[config.mk]
export PLATFORM = sky130hd
export DESIGN_NAME = uart_rx_wrapper
export DESIGN_NICKNAME = d
export VERILOG_FILES = /design/src/rtl/uart_rx_pkg.sv /design/src/rtl/uart_rx_core.sv /design/src/rtl/uart_rx_wrapper.sv
export SDC_FILE = /design/constraint.sdc
export NUM_CORES = 1
export LEC_CHECK = 0
export BUFFER_PORTS_ARGS = -buffer_cell sky130_fd_sc_hd__buf_2
export CORE_UTILIZATION = 30
export DETAILED_ROUTE_END_ITERATION = 8
export SLEW_MARGIN = 15
export SYNTH_ARGS = -nofsm -noshare
export SYNTH_HDL_FRONTEND = slang
export SYNTH_SLANG_ARGS = --single-unit
[constraint.sdc]
create_clock -name UART_clk -period 5.5 [get_ports UART_clk]
set_input_delay 1.1 -clock UART_clk [delete_from_list [all_inputs] [get_ports UART_clk]]
set_output_delay 1.1 -clock UART_clk [all_outputs]
set_load 0.005 [all_outputs]
[src/rtl/uart_rx_pkg.sv]
// uart_rx_pkg: shared types and constants for the UART receive path.
//   rx_state_e  - receiver FSM state encoding
//   DATA_W      - payload width of one frame
//   SYNC_STAGES - depth of the rx input synchronizer
// Optional feature macro: UART_RX_PARITY_EN (adds the PARITY state, 8E1 frames).
package uart_rx_pkg;

  localparam int DATA_W      = 8;
  localparam int SYNC_STAGES = 2;

  typedef enum logic [2:0] {
    ST_IDLE   = 3'd0,
    ST_START  = 3'd1,
    ST_DATA   = 3'd2,
`ifdef UART_RX_PARITY_EN
    ST_PARITY = 3'd3,
`endif
    ST_STOP   = 3'd4
  } rx_state_e;

endpackage

[src/rtl/uart_rx_core.sv]
// uart_rx_core: synchronizes rx, deserializes 8N1 (or 8E1 with
// UART_RX_PARITY_EN) frames and emits one registered tick per good byte.
// Ports:
//   UART_clk, rst_n (async low)  - clock / reset
//   rx                           - asynchronous serial line, idle high
//   rx_enable                    - gates the start of new frames only
//   rx_byte                      - last deserialized byte, stable during rx_done_tick
//   rx_done_tick                 - one-cycle pulse, byte ready to push
//   frame_error, parity_error    - one-cycle pulses at the stop-bit decision
module uart_rx_core
  import uart_rx_pkg::*;
#(
  parameter int CLKS_PER_BIT = 16
) (
  input  logic              UART_clk,
  input  logic              rst_n,
  input  logic              rx,
  input  logic              rx_enable,
  output logic [DATA_W-1:0] rx_byte,
  output logic              rx_done_tick,
  output logic              frame_error,
  output logic              parity_error
);

  localparam int CNT_W = $clog2(CLKS_PER_BIT);

  logic [SYNC_STAGES-1:0] sync;
  logic                   rx_s;
  rx_state_e              state, state_nxt;
  logic [CNT_W-1:0]       cnt;
  logic [2:0]             bit_idx;
  logic [DATA_W-1:0]      shift;
  logic                   armed;
  logic                   par_bad;
  logic                   half_hit, bit_hit;
  logic                   done_nxt, ferr_nxt, perr_nxt;

  assign rx_s     = sync[SYNC_STAGES-1];
  assign half_hit = (cnt == CNT_W'(CLKS_PER_BIT/2 - 1));
  assign bit_hit  = (cnt == CNT_W'(CLKS_PER_BIT - 1));
  assign rx_byte  = shift;

  // state register
  always_ff @(posedge UART_clk or negedge rst_n) begin
    if (!rst_n) state <= ST_IDLE;
    else        state <= state_nxt;
  end

  // next-state logic
  always_comb begin
    state_nxt = state;
    case (state)
      ST_IDLE:  if (armed && !rx_s && rx_enable) state_nxt = ST_START;
      ST_START: if (half_hit) state_nxt = rx_s ? ST_IDLE : ST_DATA;
`ifdef UART_RX_PARITY_EN
      ST_DATA:   if (bit_hit && bit_idx == 3'd7) state_nxt = ST_PARITY;
      ST_PARITY: if (bit_hit) state_nxt = ST_STOP;
`else
      ST_DATA:   if (bit_hit && bit_idx == 3'd7) state_nxt = ST_STOP;
`endif
      ST_STOP:  if (bit_hit) state_nxt = ST_IDLE;
      default:  state_nxt = ST_IDLE;
    endcase
  end

  // output decisions, all taken at the stop-bit sample
  always_comb begin
    done_nxt = 1'b0;
    ferr_nxt = 1'b0;
    perr_nxt = 1'b0;
    if (state == ST_STOP && bit_hit) begin
      ferr_nxt = !rx_s;
      perr_nxt = par_bad;
      done_nxt = rx_s && !par_bad;
    end
  end

  // datapath: synchronizer, counters, shift register, arming
  always_ff @(posedge UART_clk or negedge rst_n) begin
    if (!rst_n) begin
      sync    <= '1;
      cnt     <= '0;
      bit_idx <= '0;
      shift   <= '0;
      armed   <= 1'b1;
    end else begin
      sync <= {sync[SYNC_STAGES-2:0], rx};
      // counter restarts on every state change and at each bit boundary
      if (state == ST_IDLE || state_nxt != state || bit_hit) cnt <= '0;
      else                                                  cnt <= cnt + CNT_W'(1);
      if (state != ST_DATA)  bit_idx <= '0;
      else if (bit_hit)      bit_idx <= bit_idx + 3'd1;
      if (state == ST_DATA && bit_hit) shift <= {rx_s, shift[DATA_W-1:1]};
      // a low stop bit disarms; line must be seen high before the next start
      if (state == ST_STOP && bit_hit && !rx_s) armed <= 1'b0;
      else if (rx_s)                            armed <= 1'b1;
    end
  end

`ifdef UART_RX_PARITY_EN
  always_ff @(posedge UART_clk or negedge rst_n) begin
    if (!rst_n)                            par_bad <= 1'b0;
    else if (state == ST_IDLE)             par_bad <= 1'b0;
    else if (state == ST_PARITY && bit_hit) par_bad <= rx_s ^ (^shift);
  end
`else
  assign par_bad = 1'b0;
`endif

  always_ff @(posedge UART_clk or negedge rst_n) begin
    if (!rst_n) begin
      rx_done_tick <= 1'b0;
      frame_error  <= 1'b0;
    end else begin
      rx_done_tick <= done_nxt;
      frame_error  <= ferr_nxt;
    end
  end

`ifdef UART_RX_PARITY_EN
  always_ff @(posedge UART_clk or negedge rst_n) begin
    if (!rst_n) parity_error <= 1'b0;
    else        parity_error <= perr_nxt;
  end
`else
  assign parity_error = 1'b0;
`endif

endmodule

[src/rtl/uart_rx_wrapper.sv]
// uart_rx_wrapper: UART receiver plus receive FIFO drained by the host.
// Optional feature macro: UART_RX_PARITY_EN (8E1 frames, parity_error live).
// Ports:
//   UART_clk, rst_n (async low) - clock / reset
//   rx, rx_enable               - serial line and new-frame enable
//   rd_en                       - pop one byte
//   data_out, rd_ack            - popped byte, valid when rd_ack pulses
//   empty, full                 - FIFO status
//   overflow, underflow         - one-cycle pulses: byte dropped / pop while empty
//   frame_error, parity_error   - one-cycle receive error pulses
module uart_rx_wrapper
  import uart_rx_pkg::*;
#(
  parameter int FIFO_DEPTH   = 16,
  parameter int CLKS_PER_BIT = 16
) (
  input  logic              UART_clk,
  input  logic              rst_n,
  input  logic              rx,
  input  logic              rx_enable,
  input  logic              rd_en,
  output logic [DATA_W-1:0] data_out,
  output logic              rd_ack,
  output logic              empty,
  output logic              full,
  output logic              overflow,
  output logic              underflow,
  output logic              frame_error,
  output logic              parity_error
);

  localparam int AW = $clog2(FIFO_DEPTH);

  logic [DATA_W-1:0] rx_byte;
  logic              rx_done_tick;
  logic [DATA_W-1:0] mem [FIFO_DEPTH];
  logic [AW-1:0]     wr_ptr, rd_ptr;
  logic [AW:0]       count;
  logic              do_wr, do_rd;

  uart_rx_core #(.CLKS_PER_BIT(CLKS_PER_BIT)) u_core (
    .UART_clk     (UART_clk),
    .rst_n        (rst_n),
    .rx           (rx),
    .rx_enable    (rx_enable),
    .rx_byte      (rx_byte),
    .rx_done_tick (rx_done_tick),
    .frame_error  (frame_error),
    .parity_error (parity_error)
  );

  assign empty = (count == '0);
  assign full  = (count == (AW+1)'(FIFO_DEPTH));
  assign do_rd = rd_en && !empty;
  // a pop in the same cycle frees the slot, so a full FIFO still accepts
  assign do_wr = rx_done_tick && (!full || do_rd);

  always_ff @(posedge UART_clk) begin
    if (do_wr) mem[wr_ptr] <= rx_byte;
  end

  always_ff @(posedge UART_clk or negedge rst_n) begin
    if (!rst_n) begin
      wr_ptr    <= '0;
      rd_ptr    <= '0;
      count     <= '0;
      data_out  <= '0;
      rd_ack    <= 1'b0;
      overflow  <= 1'b0;
      underflow <= 1'b0;
    end else begin
      if (do_wr) wr_ptr <= wr_ptr + AW'(1);
      if (do_rd) begin
        rd_ptr   <= rd_ptr + AW'(1);
        data_out <= mem[rd_ptr];
      end
      case ({do_wr, do_rd})
        2'b10:   count <= count + (AW+1)'(1);
        2'b01:   count <= count - (AW+1)'(1);
        default: count <= count;
      endcase
      rd_ack    <= do_rd;
      overflow  <= rx_done_tick && full && !rd_en;
      underflow <= rd_en && empty;
    end
  end

endmodule
==> Flow_metrics.wiki <==
{| class="wikitable"
! Metric !! Value
|-
| Dpl hpwl || 8517 microns
|-
| Unrepaired setup endpoints after global routing || false
|-
| Count of final hold-check violations || 0
|-
| Clk_lat worst skew || 0.43 ns
|-
| Final Wtd Congestion || 0.7316
|-
| Transition time of the tightest slew-check pin || 0.6687 ns
|-
| Signal arrival time at the worst endpoint || 3.81 ns
|-
| Post-CTS clock slew at the launch and capture registers of the worst setup and hold paths || 0.07 ns
|-
| Status || completed
|-
| Post-cts hold buffer count || 0
|-
| Number of synthesized register bits || 175
|-
| Critical R2R Launch || count[0]$_DFFE_PN0P_
|-
| Reg-to-Reg End || count[4]$_DFFE_PN0P_
|-
| Total wire length after detailed routing || 13,340 microns
|-
| Number of DRC markers in iteration 0 || 301
|-
| Antenna-violating nets left || 0
|-
| CTS-repair resized insts || 0
|-
| Crit path cell chain || or4_1 -> o21ai_4 -> nor2_1 -> fa_1 -> a21o_1 -> a2111o_1 -> o211ai_1 -> or3b_2
|-
| Count of antenna diodes in the layout || 0
|-
| Overflow after GRT || 0
|-
| Highest clock frequency the design can meet || 284.7 MHz
|-
| Post-layout net count || 436
|-
| Static leakage || 2.877 nW
|-
| Vert. Die Dim || 155.6 microns
|-
| DR vias || 3,487
|-
| Area of the die || 24,210 sq um
|-
| Number of remaining DRC errors || 0
|-
| Deepest clock path buffer count || 2
|-
| Skew final || 0.007620 ns
|-
| Share of the core filled with cells || 0.3516
|-
| Number of warnings issued by yosys || 0
|-
| TritonCTS clock tree || yes
|-
| CP Launch Type || flop
|-
| First-pass GRT wire length || 21,270 microns
|-
| Detailed-route vias per instance || 4.681
|-
| Net Count, Synth || 415
|-
| Asr flop ratio synth || 0.2686
|-
| Mapped Cells || 398
|-
| Final Max Slew Viols || 0
|-
| Headroom to the max-slew limit || 0.5542
|-
| Netlist area before placement || 7077 sq um
|-
| Endpoint class of the critical path || flop
|-
| Critical Path Start || count[0]$_DFFE_PN0P_
|-
| Detailed-route wire length per cell || 17.91 microns
|-
| Fin Hold WS || 0.3579 ns
|-
| Worst min path class || flop to flop
|-
| Total number of cells along the worst setup path || 8
|-
| Cell class contributing the biggest share of worst-path delay || simple AND/OR/NAND/NOR gates
|-
| Placed cells || 713
|-
| Min cycle time layout || 3.513 ns
|-
| Worst-path maximum fanout || 12
|-
| I/O Pins || 20
|-
| Area of the core || 22,920 sq um
|-
| Max H-tree Level || 4
|-
| Total clock buffers created by CTS || 17
|-
| Required time of the critical path || 5.80 ns
|-
| Max Cap Viol || 0
|-
| Synth unique cells || 46
|-
| Setup WS post-layout || 1.987 ns
|-
| Sequential cell area fraction in the yosys report || 0.7099
|-
| Maximum number of pins on one net before global-route repair || 48
|-
| Clock sink total || 175
|-
| Std cell rows || 55
|-
| Power density of the placed cells || 408.6 nW/um^2
|-
| Endpoint of the most critical setup path || count[4]$_DFFE_PN0P_
|-
| Mean cell area of the mapped netlist || 17.78 sq um
|-
| Count of input and output buffers || 18
|-
| Antenna violations before repair || 0
|-
| GR Util All Layers || 0.1202
|-
| Peak supply drop || 0.1853 mV
|-
| Total power draw || 3.293 mW
|-
| Via count of the first global-routing pass || 3,684
|-
| Final TNS setup || 0 ns
|-
| Crit path kind || flop to flop
|-
| Initial Util || 0.3088
|-
| Dominant synthesized flop cell || sky130_fd_sc_hd__edfxtp_1
|-
| Post-route insts no fill || 745
|-
| Master of the slowest instance on the critical path || sky130_fd_sc_hd__or4_1
|-
| Number of buffers added for setup after CTS || 0
|-
| Count of buffering cells on the critical path with inverters included || 0
|-
| Register-to-register setup slack || 1.99 ns
|-
| Worst reg-to-reg path cell count || 8
|-
| Width of the die || 155.6 microns
|-
| Delay of the slowest cell on the worst path || 0.70 ns
|-
| First-pass DRT Iterations || 4
|-
| Final standard cell area without fillers || 8058 sq um
|-
| CTS root buf || sky130_fd_sc_hd__clkbuf_16
|-
| Count of flip-flops with a built-in enable after synthesis || 128
|-
| Synth-to-layout area growth || 13.86%
|-
| Final number of setup-violating endpoints || 0
|-
| Share of cells above drive strength 1 || 0.2384
|-
| Worst slack at placement || 1.988 ns
|-
| Ratio of final minimum period to clock period || 0.6387
|-
| Placed cell areas || 7493 sq um
|}
[report_power, final]
group | internal [mW] | leakage, nW | switching [mW]
registers | 1.48 | 1.78 | 0.110
logic | 0.266 | 0.829 | 0.294
clock network | 0.629 | 0.271 | 0.511
total | 2.38 | 2.88 | 0.915
[cell usage after synthesis (2+ instances only)]
cell,number,area (sq um)
sky130_fd_sc_hd__nor3_1,4,20.02
sky130_fd_sc_hd__nand3_1,3,15.01
sky130_fd_sc_hd__ha_1,11,137.6
sky130_fd_sc_hd__a21oi_1,8,40.04
sky130_fd_sc_hd__buf_4,2,15.01
sky130_fd_sc_hd__xnor2_1,10,87.58
sky130_fd_sc_hd__mux2_2,10,112.6
sky130_fd_sc_hd__mux4_2,32,720.7
sky130_fd_sc_hd__buf_1,2,7.510
sky130_fd_sc_hd__xor2_1,2,17.52
sky130_fd_sc_hd__nor4_1,2,12.51
sky130_fd_sc_hd__nand2_1,24,90.09
sky130_fd_sc_hd__nor3b_1,2,15.01
sky130_fd_sc_hd__dfstp_2,3,78.83
sky130_fd_sc_hd__and3_1,3,18.77
sky130_fd_sc_hd__mux2i_1,17,170.2
sky130_fd_sc_hd__inv_1,7,26.28
sky130_fd_sc_hd__clkbuf_1,6,22.52
sky130_fd_sc_hd__o221ai_1,7,61.31
sky130_fd_sc_hd__nor2_1,14,52.55
sky130_fd_sc_hd__buf_2,10,50.05
sky130_fd_sc_hd__nand4_1,2,12.51
sky130_fd_sc_hd__nand3b_1,3,22.52
sky130_fd_sc_hd__or3b_2,2,17.52
sky130_fd_sc_hd__a21o_1,3,22.52
sky130_fd_sc_hd__o21ai_0,3,15.01
sky130_fd_sc_hd__dfrtp_1,44,1101
sky130_fd_sc_hd__edfxtp_1,128,3844
sky130_fd_sc_hd__or4_1,2,15.01
sky130_fd_sc_hd__and2_1,16,100.1
[cell usage in the layout (no fill, tap or decap), types with 4 or more instances in the layout]
master / netlist / layout
sky130_fd_sc_hd__edfxtp_1: 128 / 128
sky130_fd_sc_hd__dfrtp_1: 44 / 44
sky130_fd_sc_hd__mux4_2: 32 / 32
sky130_fd_sc_hd__nand2_1: 24 / 24
sky130_fd_sc_hd__buf_2: 10 / 18
sky130_fd_sc_hd__mux2i_1: 17 / 17
sky130_fd_sc_hd__clkbuf_16: 0 / 17
sky130_fd_sc_hd__and2_1: 16 / 16
sky130_fd_sc_hd__nor2_1: 14 / 14
sky130_fd_sc_hd__ha_1: 11 / 11
sky130_fd_sc_hd__xnor2_1: 10 / 10
sky130_fd_sc_hd__mux2_2: 10 / 10
sky130_fd_sc_hd__a21oi_1: 8 / 8
sky130_fd_sc_hd__inv_1: 7 / 7
sky130_fd_sc_hd__o221ai_1: 7 / 7
sky130_fd_sc_hd__clkinv_4: 0 / 5
sky130_fd_sc_hd__nor3_1: 4 / 4
sky130_fd_sc_hd__buf_4: 2 / 4
[registers in the layout, summed over array words and instances, names as in the netlist, 2 cells and up]
name and count:
wr_ptr 4, rd_ptr 4, u_core.rx_byte 8, data_out 8
u_core.state 3, u_core.sync 2, u_core.bit_idx 3, mem 128
u_core.cnt 4, count 5
[worst register-to-register path: cells and delay by family, from the launching register on]
family	cells	cell delay [ns]
adders and majority gates	1	0.45
and+or+nand+nor	3	1.36
AOI/OAI and AO/OA	4	1.15
DFF	1	0.44
[worst min path at each step]
stage,start,endpoint,slack [ns],cells after the start
floorplan,u_core.sync[0]$_DFF_PN1_,u_core.sync[1]$_DFF_PN1_,0.35,0
global placement,u_core.sync[0]$_DFF_PN1_,u_core.sync[1]$_DFF_PN1_,0.35,0
detailed placement,u_core.sync[0]$_DFF_PN1_,u_core.sync[1]$_DFF_PN1_,0.35,0
CTS,u_core.sync[0]$_DFF_PN1_,u_core.sync[1]$_DFF_PN1_,0.36,0
global route,u_core.sync[0]$_DFF_PN1_,u_core.sync[1]$_DFF_PN1_,0.37,0
finish,u_core.sync[0]$_DFF_PN1_,u_core.sync[1]$_DFF_PN1_,0.36,0
[cell families after synthesis]
group | count (synthesis) | share of synthesized area
AO/OA/AOI/OAI | 29 | 0.03059
multiplexers | 60 | 0.1450
XOR/XNOR | 12 | 0.01485
flip-flops | 175 | 0.7099
adder cells (fa/ha/maj) | 12 | 0.02228
other | 1 | 0.0005299
buffers and inverters | 28 | 0.01768
AND/OR/NAND/NOR | 81 | 0.05923
[cell type report]
type                       instances  area, sq um
inverter                           8        30.03
clock inverter                    15        138.9
sequential                       175         5024
timing repair buffer              22        120.1
multi-input combinational        195         1928
fill                            2112        14860
tap                              313        391.6
clock buffer                      17        425.4
[layer usage]
metal  share of wire  up-vias  track usage
met5               0        -            0
met4           0.012        0      0.04342
met3           0.028       12      0.02667
met2            0.53       49       0.2110
met1            0.43     1851       0.1448
li1                -     1575            -
(Power assumes the default switching activity.)
